### src/rtl/snn_spike_scheduler_pkg.sv
// -----------------------------------------------------------------------------
// snn_spike_scheduler_pkg
// Shared types and constants for the SNN timestep scheduler.
//   sched_state_t : scheduler FSM states
//   STEP_W        : width of the completed-timestep counter
//   rr_wrap()     : modular channel index used by the round-robin search
// -----------------------------------------------------------------------------
package snn_spike_scheduler_pkg;

    typedef enum logic [2:0] {
        IDLE  = 3'd0,
        RUN   = 3'd1,
        DRAIN = 3'd2,
        LEAK  = 3'd3,
        TICK  = 3'd4
    } sched_state_t;

    localparam int STEP_W = 16;

    // Channel that sits 'off' positions after 'base' on a ring of 'n' channels.
    function automatic int rr_wrap(input int base, input int off, input int n);
        return (base + off) % n;
    endfunction

endpackage

### src/rtl/snn_spike_scheduler_if.sv
// -----------------------------------------------------------------------------
// snn_spike_scheduler_if
// Handshake bundle between the spike scheduler and the neuron datapath.
//   upd_valid/upd_idx/upd_ready : synaptic update request, one channel at a time
//   leak_valid/leak_ready       : once-per-timestep membrane leak request
// Modports: master = scheduler side, slave = datapath side.
// -----------------------------------------------------------------------------
interface snn_spike_scheduler_if #(
    parameter int IDX_W = 2
);
    logic             upd_valid;
    logic [IDX_W-1:0] upd_idx;
    logic             upd_ready;
    logic             leak_valid;
    logic             leak_ready;

    modport master (
        output upd_valid,
        output upd_idx,
        output leak_valid,
        input  upd_ready,
        input  leak_ready
    );

    modport slave (
        input  upd_valid,
        input  upd_idx,
        input  leak_valid,
        output upd_ready,
        output leak_ready
    );
endinterface

### src/rtl/snn_spike_scheduler_rr_arbiter.sv
// -----------------------------------------------------------------------------
// snn_spike_scheduler_rr_arbiter
// Combinational round-robin picker: returns the first set request bit found
// searching from ptr+1 upward, wrapping around.
//   req     in  N      pending request per channel
//   ptr     in  IW     last channel served
//   gnt_idx out IW     chosen channel (0 when nothing requested)
//   gnt_any out 1      at least one request is pending
// -----------------------------------------------------------------------------
module snn_spike_scheduler_rr_arbiter
    import snn_spike_scheduler_pkg::*;
#(
    parameter int N  = 4,
    parameter int IW = $clog2(N)
) (
    input  logic [N-1:0]  req,
    input  logic [IW-1:0] ptr,
    output logic [IW-1:0] gnt_idx,
    output logic          gnt_any
);

    // Priority search: scan from the farthest offset down so the nearest
    // requester after ptr is the one left standing.
    always_comb begin
        int idx_v;
        idx_v   = 0;
        gnt_idx = '0;
        gnt_any = 1'b0;
        for (int k = N; k >= 1; k--) begin
            idx_v = rr_wrap(int'(ptr), k, N);
            if (req[IW'(idx_v)]) begin
                gnt_idx = IW'(idx_v);
                gnt_any = 1'b1;
            end else begin
                gnt_idx = gnt_idx;
            end
        end
    end

endmodule

### src/rtl/snn_spike_scheduler.sv
// -----------------------------------------------------------------------------
// snn_spike_scheduler
// Timestep controller for the SNN core. Edge-detects spike inputs, serves
// them round-robin over one synaptic-update port, issues one leak per
// timestep and pulses tick at every timestep boundary.
//   clk, rst (async, active-low)
//   enable      in   start / keep running timesteps
//   spike_in    in   level spike inputs, rising edge = spike
//   bus         master: upd_valid/upd_idx/upd_ready, leak_valid/leak_ready
//   tick        out  one-cycle pulse at timestep completion
//   step_count  out  completed timesteps (wraps)
//   drop_flags  out  sticky per-channel lost-spike flags
//   busy        out  scheduler not idle
// -----------------------------------------------------------------------------
module snn_spike_scheduler
    import snn_spike_scheduler_pkg::*;
#(
    parameter int N_IN            = 4,
    parameter int TIMESTEP_CYCLES = 16
) (
    input  logic                       clk,
    input  logic                       rst,
    input  logic                       enable,
    input  logic [N_IN-1:0]            spike_in,
    snn_spike_scheduler_if.master      bus,
    output logic                       tick,
    output logic [STEP_W-1:0]          step_count,
    output logic [N_IN-1:0]            drop_flags,
    output logic                       busy
);

    localparam int IDX_W = $clog2(N_IN);
    localparam int TMR_W = $clog2(TIMESTEP_CYCLES);
    localparam logic [TMR_W-1:0] TIMER_LOAD = TMR_W'(TIMESTEP_CYCLES - 1);
    localparam logic [N_IN-1:0]  ONE_HOT0   = {{(N_IN-1){1'b0}}, 1'b1};

    sched_state_t      state_r, state_s;
    logic [TMR_W-1:0]  timer_r, timer_s;
    logic [N_IN-1:0]   spike_q_r, spk_s;
    logic [N_IN-1:0]   pend_r, pend_s;
    logic [N_IN-1:0]   next_pend_r, next_pend_s;
    logic [N_IN-1:0]   drop_flags_r, drop_s;
    logic [N_IN-1:0]   hs_mask_s;
    logic [IDX_W-1:0]  rr_ptr_r, upd_idx_r, gnt_idx_s;
    logic              gnt_any_s, grant_s, hs_s, leak_hs_s;
    logic              upd_valid_r, leak_valid_r, tick_r, busy_r;
    logic [STEP_W-1:0] step_count_r;

    assign spk_s     = spike_in & ~spike_q_r;
    assign hs_s      = upd_valid_r & bus.upd_ready;
    assign leak_hs_s = leak_valid_r & bus.leak_ready;
    assign hs_mask_s = hs_s ? (ONE_HOT0 << upd_idx_r) : {N_IN{1'b0}};

    // A new grant is only launched once the previous request has retired,
    // which is what forces the idle cycle between back-to-back updates.
    assign grant_s = ((state_r == RUN) || (state_r == DRAIN)) && !upd_valid_r && gnt_any_s;

    snn_spike_scheduler_rr_arbiter #(
        .N  (N_IN),
        .IW (IDX_W)
    ) u_arb (
        .req     (pend_r),
        .ptr     (rr_ptr_r),
        .gnt_idx (gnt_idx_s),
        .gnt_any (gnt_any_s)
    );

    // Next-state and timestep timer.
    always_comb begin
        state_s = state_r;
        timer_s = timer_r;
        case (state_r)
            IDLE: begin
                if (enable) begin
                    state_s = RUN;
                    timer_s = TIMER_LOAD;
                end else begin
                    state_s = IDLE;
                end
            end
            RUN: begin
                if (timer_r == '0) begin
                    state_s = DRAIN;
                end else begin
                    timer_s = timer_r - TMR_W'(1);
                end
            end
            DRAIN: begin
                if ((pend_r == '0) && !upd_valid_r) begin
                    state_s = LEAK;
                end else begin
                    state_s = DRAIN;
                end
            end
            LEAK: begin
                if (leak_hs_s) begin
                    state_s = TICK;
                end else begin
                    state_s = LEAK;
                end
            end
            TICK: begin
                if (enable) begin
                    state_s = RUN;
                    timer_s = TIMER_LOAD;
                end else begin
                    state_s = IDLE;
                end
            end
            default: begin
                state_s = IDLE;
            end
        endcase
    end

    // Pending-spike bookkeeping. Once RUN is over, new spikes belong to the
    // following timestep and collect in next_pend instead of pend.
    always_comb begin
        pend_s      = pend_r & ~hs_mask_s;
        next_pend_s = next_pend_r;
        drop_s      = {N_IN{1'b0}};
        case (state_r)
            RUN: begin
                // A spike landing on the bit being retired this cycle simply re-arms it.
                drop_s = spk_s & pend_r & ~hs_mask_s;
                pend_s = pend_s | spk_s;
            end
            DRAIN, LEAK: begin
                drop_s      = spk_s & next_pend_r;
                next_pend_s = next_pend_r | spk_s;
            end
            TICK: begin
                pend_s      = next_pend_r;
                next_pend_s = spk_s;
            end
            default: begin
                pend_s = pend_s;
            end
        endcase
    end

    // State, timer and edge-detect history.
    always_ff @(posedge clk or negedge rst) begin
        if (!rst) begin
            state_r   <= IDLE;
            timer_r   <= '0;
            spike_q_r <= '0;
        end else begin
            state_r   <= state_s;
            timer_r   <= timer_s;
            spike_q_r <= spike_in;
        end
    end

    // Pending sets and sticky drop flags.
    always_ff @(posedge clk or negedge rst) begin
        if (!rst) begin
            pend_r       <= '0;
            next_pend_r  <= '0;
            drop_flags_r <= '0;
        end else begin
            pend_r       <= pend_s;
            next_pend_r  <= next_pend_s;
            drop_flags_r <= drop_flags_r | drop_s;
        end
    end

    // Update handshake register and round-robin pointer.
    always_ff @(posedge clk or negedge rst) begin
        if (!rst) begin
            upd_valid_r <= 1'b0;
            upd_idx_r   <= '0;
            rr_ptr_r    <= '0;
        end else if (hs_s) begin
            upd_valid_r <= 1'b0;
            rr_ptr_r    <= upd_idx_r;
        end else if (grant_s) begin
            upd_valid_r <= 1'b1;
            upd_idx_r   <= gnt_idx_s;
        end else begin
            upd_valid_r <= upd_valid_r;
        end
    end

    // Status outputs decoded from the next state so they align with it.
    always_ff @(posedge clk or negedge rst) begin
        if (!rst) begin
            leak_valid_r <= 1'b0;
            tick_r       <= 1'b0;
            busy_r       <= 1'b0;
            step_count_r <= '0;
        end else begin
            leak_valid_r <= (state_s == LEAK);
            tick_r       <= (state_s == TICK);
            busy_r       <= (state_s != IDLE);
            if (state_s == TICK) begin
                step_count_r <= step_count_r + STEP_W'(1);
            end else begin
                step_count_r <= step_count_r;
            end
        end
    end

    assign bus.upd_valid  = upd_valid_r;
    assign bus.upd_idx    = upd_idx_r;
    assign bus.leak_valid = leak_valid_r;
    assign tick           = tick_r;
    assign step_count     = step_count_r;
    assign drop_flags     = drop_flags_r;
    assign busy           = busy_r;

endmodule

### src/flat_wrapper.sv
// flat-port wrapper written by rule: the top's interface ports become plain ports
module snn_spike_scheduler_flat import snn_spike_scheduler_pkg::*;
#(
    parameter int N_IN            = 4,
    parameter int TIMESTEP_CYCLES = 16
)
  (clk, rst, enable, spike_in, tick, step_count, drop_flags, busy, bus_upd_valid, bus_upd_idx, bus_leak_valid, bus_upd_ready, bus_leak_ready);
  snn_spike_scheduler_if #(.IDX_W(2)) bus_i ();
  input  logic clk;
  input  logic rst;
  input  logic enable;
  input  logic [N_IN-1:0] spike_in;
  output logic tick;
  output logic [STEP_W-1:0] step_count;
  output logic [N_IN-1:0] drop_flags;
  output logic busy;
  output wire logic [$bits(bus_i.upd_valid)-1:0] bus_upd_valid;
  output wire logic [$bits(bus_i.upd_idx)-1:0] bus_upd_idx;
  output wire logic [$bits(bus_i.leak_valid)-1:0] bus_leak_valid;
  input wire logic [$bits(bus_i.upd_ready)-1:0] bus_upd_ready;
  input wire logic [$bits(bus_i.leak_ready)-1:0] bus_leak_ready;
  assign bus_upd_valid = bus_i.upd_valid;
  assign bus_upd_idx = bus_i.upd_idx;
  assign bus_leak_valid = bus_i.leak_valid;
  assign bus_i.upd_ready = bus_upd_ready;
  assign bus_i.leak_ready = bus_leak_ready;
  snn_spike_scheduler #(.N_IN(N_IN), .TIMESTEP_CYCLES(TIMESTEP_CYCLES)) u_core (.clk(clk), .rst(rst), .enable(enable), .spike_in(spike_in), .bus(bus_i), .tick(tick), .step_count(step_count), .drop_flags(drop_flags), .busy(busy));
endmodule
### config.mk
export PLATFORM = sky130hd
export DESIGN_NAME = snn_spike_scheduler_flat
export DESIGN_NICKNAME = d
export VERILOG_FILES = /design/src/rtl/snn_spike_scheduler_pkg.sv /design/src/rtl/snn_spike_scheduler_if.sv /design/src/rtl/snn_spike_scheduler_rr_arbiter.sv /design/src/rtl/snn_spike_scheduler.sv /design/src/flat_wrapper.sv
export SDC_FILE = /design/constraint.sdc
export NUM_CORES = 1
export LEC_CHECK = 0
export BUFFER_PORTS_ARGS = -buffer_cell sky130_fd_sc_hd__buf_2
export CORE_UTILIZATION = 55
export CTS_CLUSTER_SIZE = 40
export DETAILED_ROUTE_END_ITERATION = 8
export HOLD_SLACK_MARGIN = 0.02
export PLACE_DENSITY = 0.76
export RECOVER_POWER = 25
export SYNTH_ARGS = -nofsm -noshare
export SYNTH_HDL_FRONTEND = slang
export SYNTH_SLANG_ARGS = --single-unit
export TNS_END_PERCENT = 5
### constraint.sdc
create_clock -name clk -period 1.95 [get_ports clk]
set_input_delay 0.0975 -clock clk [delete_from_list [all_inputs] [get_ports clk]]
set_output_delay 0.0975 -clock clk [all_outputs]
set_load 0.05 [all_outputs]
-- After elaboration in Yosys (flattened, before gate mapping)
Index checks and enable logic that the tools add are counted.
- output and inout port bits: 26
- input bits: 9
- word-level logic and storage cells: 95
- bits in registers: 47
- bitwise logic cells: 13
- add/sub/neg operators: 6
- equality and inequality tests: 8
- mux-type cells: 34
- shifts and indexed selects: 1
- reductions and logical operators: 16
- magnitude comparators: 4
- operators by type and width (cell ; number):
    $pmux W4 S2 ; 4
    $and A4 B4 Y4 ; 5
    $add A16 B1 Y16 const B ; 1
    $lt A2 B4 Y1 const B ; 4
    $mux W1 ; 16
    $mux W4 ; 3
    $or A4 B4 Y4 ; 3
    $pmux W3 S4 ; 1
    $eq A3 B2 Y1 const B ; 3
    $bmux W1 S2 ; 4
    $logic_not A4 Y1 ; 2
    $mux W2 ; 4
    $not A4 Y4 ; 2
    $eq A3 B3 Y1 const B ; 2
    $mux W3 ; 2
    $reduce_bool A2 Y1 ; 3
    $add A2 B1 Y2 const B ; 2
    $add A2 B2 Y2 const B ; 2
    $reduce_or A2 Y1 ; 2
    $shl A1 B2 Y4 const A ; 1
    $sub A4 B1 Y4 const B ; 1
    $eq A3 B1 Y1 const B ; 1
    $logic_and A1 B1 Y1 ; 3
    $logic_not A3 Y1 ; 1
    9 further kinds ; 10

-- Longest topological paths before layout
Gate-level depths: netlist of run 1.
- depth after elaboration: 11
- depth in mapped cells: 6
- gate-level depth less buffers: 6

-- Cells and area by module
A second synthesis of run 1 with hierarchy kept.
- cells, all modules: 189
- area, all modules: 2054.5 um2
- by module, submodules not included (module ; instances ; cells each ; area an instance (um2) ; seq. area each (um2)):
    snn_spike_scheduler ; 1 ; 175 ; 1963.1 ; 1176.1
    snn_spike_scheduler_rr_arbiter ; 1 ; 14 ; 91.3 ; 0.0

-- Worst setup path before layout of run 1
No wires, ideal clock.
- path kind: register -> register
- from: register u_core.step_count_r[0], in the netlist u_core.step_count[0]
- to: register u_core.step_count_r[12], in the netlist u_core.step_count[12]
- buffers on the path: 0
- required time: 1808 ps
- period minus slack after synthesis: 1665 ps
- data arrival time: 1523 ps
- stages on the path, launching flop included: 6
- setup slack: 285 ps
- setup time: 142 ps
- cell sequence: dfrtp_1 > ha_1 > nand3_1 > nor3_4 > nand3_1 > xnor2_1
- cells in the longest elaborated chain, start to end: 1
- RTL lines (what ; line ; source):
    start: declaration ; snn_spike_scheduler.sv:47 ; logic [STEP_W-1:0] step_count_r;
    start signal: assignment ; snn_spike_scheduler.sv:197 ; step_count_r <= step_count_r + STEP_W'(1);
    start signal: assignment ; snn_spike_scheduler.sv:199 ; step_count_r <= step_count_r;
    $add A16 B1 Y16 ; snn_spike_scheduler.sv:197 ;
No other way between the ends.
A chain may end at the register's enable or synchronous reset.

-- Final worst setup path of run 1
- from: register u_core.state_r[2]
- to: register u_core.step_count_r[15], in the netlist u_core.step_count[15]
- cells in the longest elaborated chain, start to end: 4
- elaborated cells on any way between the ends: 9
- classes of those cells: 5 x eq/ne; 2 x mux; 2 x reduce/logical
- RTL lines (what ; line ; source):
    start: declaration ; snn_spike_scheduler.sv:37 ; sched_state_t state_r, state_s;
    start signal: assignment ; snn_spike_scheduler.sv:149 ; state_r <= state_s;
    $eq A3 B3 Y1 / $logic_not A3 Y1 (equally long branches) ; snn_spike_scheduler.sv:72 ; case (state_r)
    $reduce_or A2 Y1 (no source line) ; n/a ;
    $pmux W3 S4 * ; snn_spike_scheduler.sv:72 ;
    $eq A3 B3 Y1 * ; snn_spike_scheduler.sv:196 ; if (state_s == TICK) begin
Every way passes the cells marked *; elsewhere a longest branch is shown, timed or not.

==> impl_metrics.env, run 1 <==
export IMPL_io_buffers=34
export IMPL_cp_start_kind="flop"
export IMPL_rsz0062_at_grt="false"
export IMPL_p_sw_frac=0.3771
export IMPL_wl_per_cell_um=14.44
export IMPL_row_count=21
export IMPL_synth_async_reset_ratio=1.000
export IMPL_post_route_drc_count=0
export IMPL_cts_sinks=47
export IMPL_regArea_mm2=0.001176
export IMPL_final_common_cell="dfrtp_1"
export IMPL_diodes=0
export IMPL_ys_seq_area_frac=0.5687
export IMPL_grt_use_met1=0.2784
export IMPL_rrSetupSlack_ns=0.29
export IMPL_period_share=0.8522
export IMPL_dieArea_mm2=0.004009
export IMPL_fin_tns_setup_ns=0
export IMPL_post_route_min_period_ns=1.662
export IMPL_maxSlewHeadroom=0.2608
export IMPL_drt_initial_drc_count=112
export IMPL_power_per_cell_area_mw_per_mm2=1370
export IMPL_min_path_type="primary input to flop"
export IMPL_p_int_mw=2.100
export IMPL_worstPathArrival_ns=1.86
export IMPL_critPathMaxFanout=8
export IMPL_syn_nets=198
export IMPL_gp_congestion=0.7989
export IMPL_vias_per_cell=5.606
export IMPL_status="complete, no violations"
export IMPL_grt_pass1_vias=1535
export IMPL_antenna_found_initial=0
export IMPL_syn_area_per_cell_um2=11.06
export IMPL_max_freq_ghz=0.6017
export IMPL_ys_types=40
export IMPL_ys_warn_count=0
export IMPL_endpoint_kind="flop"
export IMPL_synth_area_mm2=0.002068
export IMPL_clkLatencyLatePin_ns=0.30
export IMPL_ys_seq_elements=47
export IMPL_totalWireLength_um=4030
export IMPL_first_pass_iters=4
export IMPL_power_mw=3.372
export IMPL_drive_gt1_frac=0.2060
export IMPL_required_ns=2.14
export IMPL_met2_usage=0.3763
export IMPL_synth_edf_count=0
export IMPL_filler_cell_count=265
export IMPL_postSynthCellCount=187
export IMPL_p_sw_mw=1.272
export IMPL_grt_overflow_total=0
export IMPL_cts_setup_buffers=0
export IMPL_maxSlewViolCount=0
export IMPL_htreeDepth=2
export IMPL_grt_busiest_layer="met2"
export IMPL_skew_ns=0.01137
export IMPL_multi_input_area_um2=832.0
export IMPL_grt_max_degree=48
export IMPL_hpwl_um=2904
export IMPL_finalSetupViolations=0
export IMPL_final_cell_mix="dfrtp_1 (47), buf_2 (32), nand2_1 (21)"
export IMPL_peakVddDrop_mv=1.043
export IMPL_dieWidth_um=63.32
export IMPL_cts_buffer_depth=2
export IMPL_cts_made_buffers=5
export IMPL_worst_pin_slew_ns=1.109
export IMPL_synthFlopType="dfrtp_1"
export IMPL_drv_cap=0
export IMPL_hold_ws_ns=0.08239
export IMPL_critPathKind="flop to flop"
export IMPL_p_clk_frac=0.246
export IMPL_sequentialPowerShare=0.430
export IMPL_finalHoldViolCount=0
export IMPL_cts_root_buf="clkbuf_8"
export IMPL_grt_pass1_wl_um=6927
export IMPL_syn_to_final_growth_pct=19.00
export IMPL_initial_utilization=0.5963
export IMPL_cts_tree="yes"
export IMPL_clkSlewWorstSetupHoldPaths_ns=0.09
export IMPL_grtUsageMet3=0.05072
export IMPL_ant_nets=0
export IMPL_holdBufCountCts=6
export IMPL_final_net_count=243
export IMPL_boundaryPins=35
export IMPL_cts_resized=0
export IMPL_grtUsageTotal=0.2234
export IMPL_die_height_um=63.32
export IMPL_num_vias=1564
export IMPL_core_mm2=0.003468
export IMPL_pwr_share_comb=0.325
export IMPL_leakagePower_nw=1.145
## cells by family after synthesis
| kind of cell | after synthesis | synth area share |
|---|---|---|
| AO/OA/AOI/OAI | 37 | 0.1095 |
| flip-flops | 47 | 0.5687 |
| AND/OR/NAND/NOR | 73 | 0.2027 |
| adder cells (fa/ha/maj) | 2 | 0.01210 |
| XOR/XNOR | 16 | 0.06775 |
| buffers and inverters | 10 | 0.02903 |
| multiplexers | 2 | 0.01028 |
## sequential cells by signal, summed over array words and instances, names as in the netlist
name and flops:
u_core.step_count 16, u_core.tick 1, u_core.pend_r 4, u_core.bus.upd_idx 2, u_core.timer_r 4, u_core.busy 1, u_core.state_r 3, u_core.bus.leak_valid 1
u_core.next_pend_r 4, u_core.spike_q_r 4, u_core.drop_flags 4, u_core.rr_ptr_r 2, u_core.bus.upd_valid 1
## worst max-delay path, cell delays in order, from the launching register on
cell and delay (ns):
dfrtp_1 0.45, nand2b_1 0.36, nor4_4 0.44, nand4_1 0.17
xnor2_1 0.15
## layout make-up
type                    count  area share
flip-flops and latches     47      0.4779
multi-input cells         130      0.3381
repair buffers             42     0.09761
clock buffers               6     0.02949
clock inverters             2     0.02440
well taps                  46     0.02339
inverters                   6    0.009151
## power groups by stage
stage	combinational [mW]	sequential (mW)	clock, mW
after floorplan	0.669	1.61	0
after global placement	1.05	1.44	0
after detailed placement	1.09	1.46	0
after CTS	1.11	1.44	0.838
after global routing	1.19	1.47	0.877
final	1.09	1.45	0.828
## through the flow
stage                     setup slack, ns  cells  cell area [um2]  utilization
after detailed placement           0.3010    265             2286       0.6591
after global placement             0.3664    265             2286       0.6591
after CTS                          0.2907    279             2479       0.7146
final                              0.2882    279             2461       0.7096
after global routing               0.1784    279             2461       0.7096
after floorplan                    0.2849    187             2068            -
## path summary, 6_finish.rpt
path,from,cells past startpoint,to
worst max-delay path,u_core.state_r[2],4,u_core.step_count[15]
worst max register to register,u_core.state_r[2],4,u_core.step_count[15]
worst min register to register,u_core.step_count[15],1,u_core.step_count[15]
max in group asynchronous,rst,3,u_core.step_count[4]
worst min-delay path,enable,3,u_core.timer_r[3]
min in group asynchronous,rst,3,u_core.bus.upd_idx[1]
## synthesized netlist by cell type (all sizes together) (2+ instances only)
| cell type | count | area share |
|---|---|---|
| nor2b | 6 | 0.018 |
| nor3 | 4 | 0.015 |
| o21ai | 12 | 0.029 |
| o31ai | 2 | 0.0073 |
| nand3 | 8 | 0.022 |
| buf | 3 | 0.016 |
| xnor2 | 12 | 0.051 |
| xor2 | 4 | 0.017 |
| a21oi | 7 | 0.017 |
| inv | 6 | 0.011 |
| ha | 2 | 0.012 |
| a31oi | 8 | 0.024 |
| nor3b | 2 | 0.0073 |
| a22o | 4 | 0.017 |
| nand4 | 4 | 0.012 |
| nor2 | 11 | 0.025 |
| nor4 | 3 | 0.016 |
| nand2 | 21 | 0.038 |
| and3 | 6 | 0.018 |
| dfrtp | 47 | 0.57 |
## metal layers
metal  vias to the layer above  part of all wire  routed length [um]
li1                        752                 -                   -
met1                       767              0.43                1751
met2                        37              0.51                2047
met3                         8             0.040                 160
met4                         0             0.017                  70
met5                         -                 0                   0
(Power assumes the default switching activity.)
==> inputs of run 2 (changes only) <==
REMOVE_ABC_BUFFERS = 1   (was not set)
==> impl_metrics.env, run 2 (synthesis results as in run 1) <==
export IMPL_status="complete, no violations"
export IMPL_endpoint_kind="flop"
export IMPL_io_buffers=34
export IMPL_die_height_um=63.32
export IMPL_cts_made_buffers=5
export IMPL_cts_resized=0
export IMPL_critPathKind="flop to flop"
export IMPL_drt_initial_drc_count=103
export IMPL_critPathMaxFanout=8
export IMPL_first_pass_iters=4
export IMPL_hpwl_um=2911
export IMPL_htreeDepth=2
export IMPL_finalHoldViolCount=0
export IMPL_final_net_count=242
export IMPL_power_per_cell_area_mw_per_mm2=1292
export IMPL_finalNonFillerCells=278
export IMPL_grt_overflow_total=0
export IMPL_clkSlewWorstSetupHoldPaths_ns=0.08
export IMPL_leakagePower_nw=1.113
export IMPL_reg2regPathDepth=4
export IMPL_fin_tns_setup_ns=0
export IMPL_rrSetupSlack_ns=0.23
export IMPL_post_route_drc_count=0
export IMPL_antenna_found_initial=0
export IMPL_final_common_cell="dfrtp_1"
export IMPL_utilization=0.6926
export IMPL_period_share=0.8810
export IMPL_cts_tree="yes"
export IMPL_reg2reg_from="u_core.state_r[2]"
export IMPL_final_cell_mix="dfrtp_1 (47), buf_2 (31), nand2_1 (21)"
export IMPL_p_clk_frac=0.184
export IMPL_post_route_min_period_ns=1.718
export IMPL_max_freq_ghz=0.5821
export IMPL_dieArea_mm2=0.004009
export IMPL_core_mm2=0.003468
export IMPL_vias_per_cell=5.604
export IMPL_gp_congestion=0.8042
export IMPL_cts_buffer_depth=2
export IMPL_grt_pass1_wl_um=6872
export IMPL_dp_cells=265
export IMPL_maxSlewViolCount=0
export IMPL_holdPathEnd="u_core.bus.upd_valid"
export IMPL_finalSetupViolations=0
export IMPL_cts_root_buf="clkbuf_8"
export IMPL_ant_nets=0
export IMPL_wl_per_cell_um=14.66
export IMPL_min_path_type="primary input to flop"
export IMPL_filler_cell_count=285
export IMPL_boundaryPins=35
export IMPL_worst_pin_slew_ns=1.130
export IMPL_p_sw_frac=0.4086
export IMPL_peakVddDrop_mv=0.8592
export IMPL_r2r_end="u_core.step_count[13]"
export IMPL_sequentialPowerShare=0.465
export IMPL_clkLatencyLatePin_ns=0.30
export IMPL_grtUsageTotal=0.2259
export IMPL_worstPathArrival_ns=1.90
export IMPL_largest_reg_flops=16
export IMPL_maxSlewHeadroom=0.2465
export IMPL_drive_gt1_frac=0.2026
export IMPL_initial_utilization=0.5963
export IMPL_holdCritStartpoint="bus_upd_ready"
export IMPL_dieWidth_um=63.32
export IMPL_grt_max_degree=48
export IMPL_p_sw_mw=1.269
export IMPL_diodes=0
export IMPL_skew_ns=0.01086
export IMPL_grt_pass1_vias=1485
export IMPL_num_vias=1558
export IMPL_hold_depth=2
export IMPL_cts_sinks=47
export IMPL_required_ns=2.14
export IMPL_cp_start_kind="flop"
export IMPL_drv_cap=0
export IMPL_row_count=21
export IMPL_p_int_mw=1.836
export IMPL_hold_ws_ns=0.02281
export IMPL_totalWireLength_um=4075
export IMPL_syn_to_final_growth_pct=16.15
export IMPL_pwr_share_comb=0.351
export IMPL_rsz0062_at_grt="false"
## run 2: changes by cell type in the layout (fill, tap and decap cells not counted)
cell,delta
bufinv_16,-2
buf_2,-1
clkbuf_1,+1
clkinv_2,+1
clkinvlp_4,+1
dlygate4sd3_1,-1
## run 2: worst max-delay path: stages, from the launching register on
cell      delay [ns]
dfrtp_1         0.44
nand2b_1        0.36
nor4_4          0.45
nand4_1         0.19
xnor2_1         0.17
## run 2: area by class of cell
class | count | area [um2] | area share
clock buffer | 6 | 72.57 | 0.03021
timing repair buffer | 41 | 229.0 | 0.09531
sequential | 47 | 1176 | 0.4896
multi-input combinational | 130 | 832.0 | 0.3464
clock inverter | 2 | 12.51 | 0.005208
tap | 46 | 57.56 | 0.02396
inverter | 6 | 22.52 | 0.009375
## run 2: repair_timing
item / in CTS / in global routing
hold endpoints to repair: 51 / 0
hold buffers: 5 / 0
setup buffers: 0 / 0
## run 2: power by group through the flow
stage / Clock (mW) / Combinational (mW) / Sequential [mW]
6_report: 0.572 / 1.09 / 1.44
5_1_grt: 0.626 / 1.19 / 1.48
4_1_cts: 0.581 / 1.10 / 1.44
3_5_place_dp: 0 / 1.08 / 1.46
3_3_place_gp: 0 / 1.04 / 1.44
2_1_floorplan: 0 / 0.581 / 1.64
## run 2: how the worst max path moves through the flow
| stage | slack [ns] | cells after the start | start | endpoint |
|---|---|---|---|---|
| finish | 0.23 | 4 | u_core.state_r[2] | u_core.step_count[13] |
| global route | 0.11 | 4 | u_core.state_r[2] | u_core.step_count[13] |
| detailed placement | 0.30 | 4 | u_core.state_r[2] | u_core.step_count[13] |
| CTS | 0.26 | 4 | u_core.state_r[2] | u_core.step_count[13] |
| floorplan | 0.28 | 5 | u_core.step_count[0] | u_core.step_count[12] |
| global placement | 0.35 | 4 | u_core.state_r[2] | u_core.step_count[15] |
## run 2: layer usage
metal  GRT usage  vias up  wire [um]
li1            -      752          -
met1      0.2756      749       1827
met2      0.3670       48       1966
met3     0.07609        9        193
met4     0.08807        0         88
met5           0        -          0
## run 2: through the flow
| stage | power [mW] | instance area [um2] | setup slack, ns |
|---|---|---|---|
| detailed placement | 2.540 | 2273 | 0.2958 |
| finish | 3.105 | 2402 | 0.2321 |
| CTS | 3.112 | 2409 | 0.2617 |
| global route | 3.293 | 2402 | 0.1091 |
| global placement | 2.479 | 2273 | 0.3521 |
| floorplan | 2.220 | 2031 | 0.2843 |
==> inputs of run 3 (changes only) <==
ABC_AREA = 1   (was not set)
CORE_UTILIZATION = 56   (was 55)
PLACE_DENSITY = 0.77   (was 0.76)
==> impl_metrics.env, run 3 <==
export IMPL_drv_cap=0
export IMPL_hpwl_um=3147
export IMPL_grtUsageTotal=0.2310
export IMPL_fin_ws_ns=0.5097
export IMPL_fin_tns_setup_ns=0
export IMPL_reg2reg_from="u_core.state_r[2]"
export IMPL_critPathKind="flop to flop"
export IMPL_clkSlewWorstSetupHoldPaths_ns=0.09
export IMPL_final_common_cell="nand2_1"
export IMPL_power_per_cell_area_mw_per_mm2=1355
export IMPL_period_share=0.7386
export IMPL_ant_nets=0
export IMPL_core_mm2=0.003799
export IMPL_maxSlewViolCount=0
export IMPL_pwr_share_comb=0.437
export IMPL_finalSetupViolations=0
export IMPL_p_clk_frac=0.170
export IMPL_clkLatencyLatePin_ns=0.30
export IMPL_grt_pass1_vias=1687
export IMPL_die_height_um=66.19
export IMPL_reg2regPathDepth=6
export IMPL_final_cell_mix="nand2_1 (67), dfrtp_1 (47), inv_1 (40)"
export IMPL_grt_pass1_wl_um=7541
export IMPL_cts_tree="yes"
export IMPL_drt_initial_drc_count=89
export IMPL_pre_cts_ws_ns=0.5075
export IMPL_placed_area_mm2=0.002530
export IMPL_synth_top_area_share=0.5098
export IMPL_cts_buffer_depth=2
export IMPL_io_buffers=34
export IMPL_row_count=22
export IMPL_synth_edf_count=0
export IMPL_synth_top_cells_by_count="nand2_1 (67), dfrtp_1 (47), inv_1 (39)"
export IMPL_cts_made_buffers=5
export IMPL_hold_depth=3
export IMPL_vias_per_cell=5.055
export IMPL_dieArea_mm2=0.004380
export IMPL_synth_area_leaders="dfrtp_1 (51%), nand2_1 (11%), inv_1 (6.3%)"
export IMPL_cts_setup_buffers=0
export IMPL_maxSlewHeadroom=0.3584
export IMPL_ys_types=30
export IMPL_antenna_found_initial=0
export IMPL_synth_area_mm2=0.002307
export IMPL_p_sw_frac=0.4538
export IMPL_grt_overflow_total=0
export IMPL_largest_reg_flops=16
export IMPL_syn_to_final_growth_pct=16.00
export IMPL_status="complete, no violations"
export IMPL_leakagePower_nw=1.425
export IMPL_grt_max_degree=30
export IMPL_holdPathEnd="u_core.timer_r[2]"
export IMPL_worst_pin_slew_ns=0.9624
export IMPL_holdCritStartpoint="enable"
export IMPL_htreeDepth=2
export IMPL_stdcell_area_mm2=0.002676
export IMPL_wl_per_cell_um=11.58
export IMPL_dieWidth_um=66.19
export IMPL_finalNonFillerCells=366
export IMPL_critPathMaxFanout=16
export IMPL_final_net_count=328
export IMPL_yosysTopAreaCell="dfrtp_1"
export IMPL_synth_most_common_cell="nand2_1"
export IMPL_rrSetupSlack_ns=0.51
export IMPL_totalWireLength_um=4239
export IMPL_ys_warn_count=0
export IMPL_r2r_end="u_core.step_count[14]"
export IMPL_p_sw_mw=1.646
export IMPL_ys_seq_area_frac=0.5098
export IMPL_cts_root_buf="clkbuf_8"
export IMPL_postSynthCellCount=270
export IMPL_peakVddDrop_mv=0.9953
export IMPL_endpoint_kind="flop"
export IMPL_rsz0062_at_grt="false"
export IMPL_dp_cells=352
export IMPL_post_route_drc_count=0
export IMPL_max_freq_ghz=0.6943
export IMPL_syn_area_per_cell_um2=8.545
export IMPL_post_route_min_period_ns=1.440
export IMPL_filler_cell_count=338
export IMPL_cts_resized=0
export IMPL_min_path_type="primary input to flop"
export IMPL_boundaryPins=35
export IMPL_cp_start_kind="flop"
export IMPL_initial_utilization=0.6074
export IMPL_cts_sinks=47
export IMPL_sequentialPowerShare=0.393
export IMPL_gp_congestion=0.8457
export IMPL_num_vias=1850
export IMPL_utilization=0.7045
export IMPL_required_ns=2.18
export IMPL_drive_gt1_frac=0.1541
export IMPL_first_pass_iters=4
export IMPL_diodes=0
export IMPL_synth_async_reset_ratio=1.000
export IMPL_p_int_mw=1.981
export IMPL_synthFlopType="dfrtp_1"
export IMPL_skew_ns=0.005418
export IMPL_finalHoldViolCount=0
export IMPL_ys_seq_elements=47
export IMPL_worstPathArrival_ns=1.67
-- run 3: cell types whose count changed after synthesis, sizes merged, moves of 3 or more --
cell	change
nand2	+48
inv	+36
nor2	+19
nand3	+10
and3	-6
nor2b	-6
a22o	-4
a31oi	-4
o22ai	+4
a21oi	-3
nor4	-3
o21ai	+3
-- run 3: how the worst max path moves through the flow --
stage | start | endpoint | slack, ns | depth (start not counted)
after detailed placement | u_core.state_r[2] | u_core.step_count[3] | 0.51 | 6
after global placement | u_core.step_count[0] | u_core.step_count[14] | 0.53 | 6
after floorplan | u_core.step_count[0] | u_core.step_count[14] | 0.27 | 6
after CTS | u_core.state_r[2] | u_core.step_count[14] | 0.49 | 6
final | u_core.state_r[2] | u_core.step_count[14] | 0.51 | 6
after global routing | rst | u_core.timer_r[3] | 0.29 | 3
-- run 3: metal layers --
| metal | GRT usage | vias up | part of all wire |
|---|---|---|---|
| li1 | - | 958 | - |
| met5 | 0 | - | 0 |
| met3 | 0.03966 | 7 | 0.034 |
| met2 | 0.3367 | 31 | 0.42 |
| met4 | 0.1011 | 0 | 0.017 |
| met1 | 0.3383 | 854 | 0.53 |
-- run 3: logic make-up (layout without fill, tap and decap cells) --
kind of cell | after synthesis | count (layout) | synth area share
adders and majority gates | 2 | 2 | 0.01084
buffers and inverters | 44 | 92 | 0.07809
DFF | 47 | 47 | 0.5098
and+or+nand+nor | 127 | 127 | 0.2522
xor gates and xnor gates | 15 | 15 | 0.05694
AOI/OAI and AO/OA | 35 | 35 | 0.09219
-- run 3: final cells by class --
class                   count  area, um2  area share
flip-flops and latches     47       1176      0.4395
multi-input cells         179      950.9      0.3553
repair buffers             42      236.5     0.08836
inverters                  42      157.7     0.05891
clock buffers               7      86.33     0.03226
well taps                  48      60.06     0.02244
clock inverters             1      8.758    0.003273
-- run 3: metrics by stage --
stage / total power, mW / hold slack [ns]
after detailed placement: 3.027 / 0.05020
after global routing: 3.943 / 0.1585
after CTS: 3.655 / 0.1292
after global placement: 2.992 / 0.05463
after floorplan: 2.655 / -0.1981
final: 3.628 / 0.1295
-- run 3: worst max-delay path, cell delays in order (launching register included) --
cell and delay [ns]:
dfrtp_1 0.41, nor2_4 0.23, nand2_4 0.11, nor2_8 0.23, inv_2 0.10, nor2_1 0.13
xor2_1 0.15
-- run 3: power groups by stage --
| stage | clock [mW] | sequential (mW) | combinational [mW] |
|---|---|---|---|
| 2_1_floorplan | 0 | 1.68 | 0.971 |
| 3_3_place_gp | 0 | 1.44 | 1.56 |
| 3_5_place_dp | 0 | 1.44 | 1.58 |
| 4_1_cts | 0.632 | 1.42 | 1.60 |
| 5_1_grt | 0.670 | 1.46 | 1.81 |
| 6_report | 0.616 | 1.43 | 1.59 |
-- run 3: what timing repair did --
item                       CTS  global route
setup endpoints to repair    0             0
hold endpoints to repair    23             0
hold buffers                 6             0
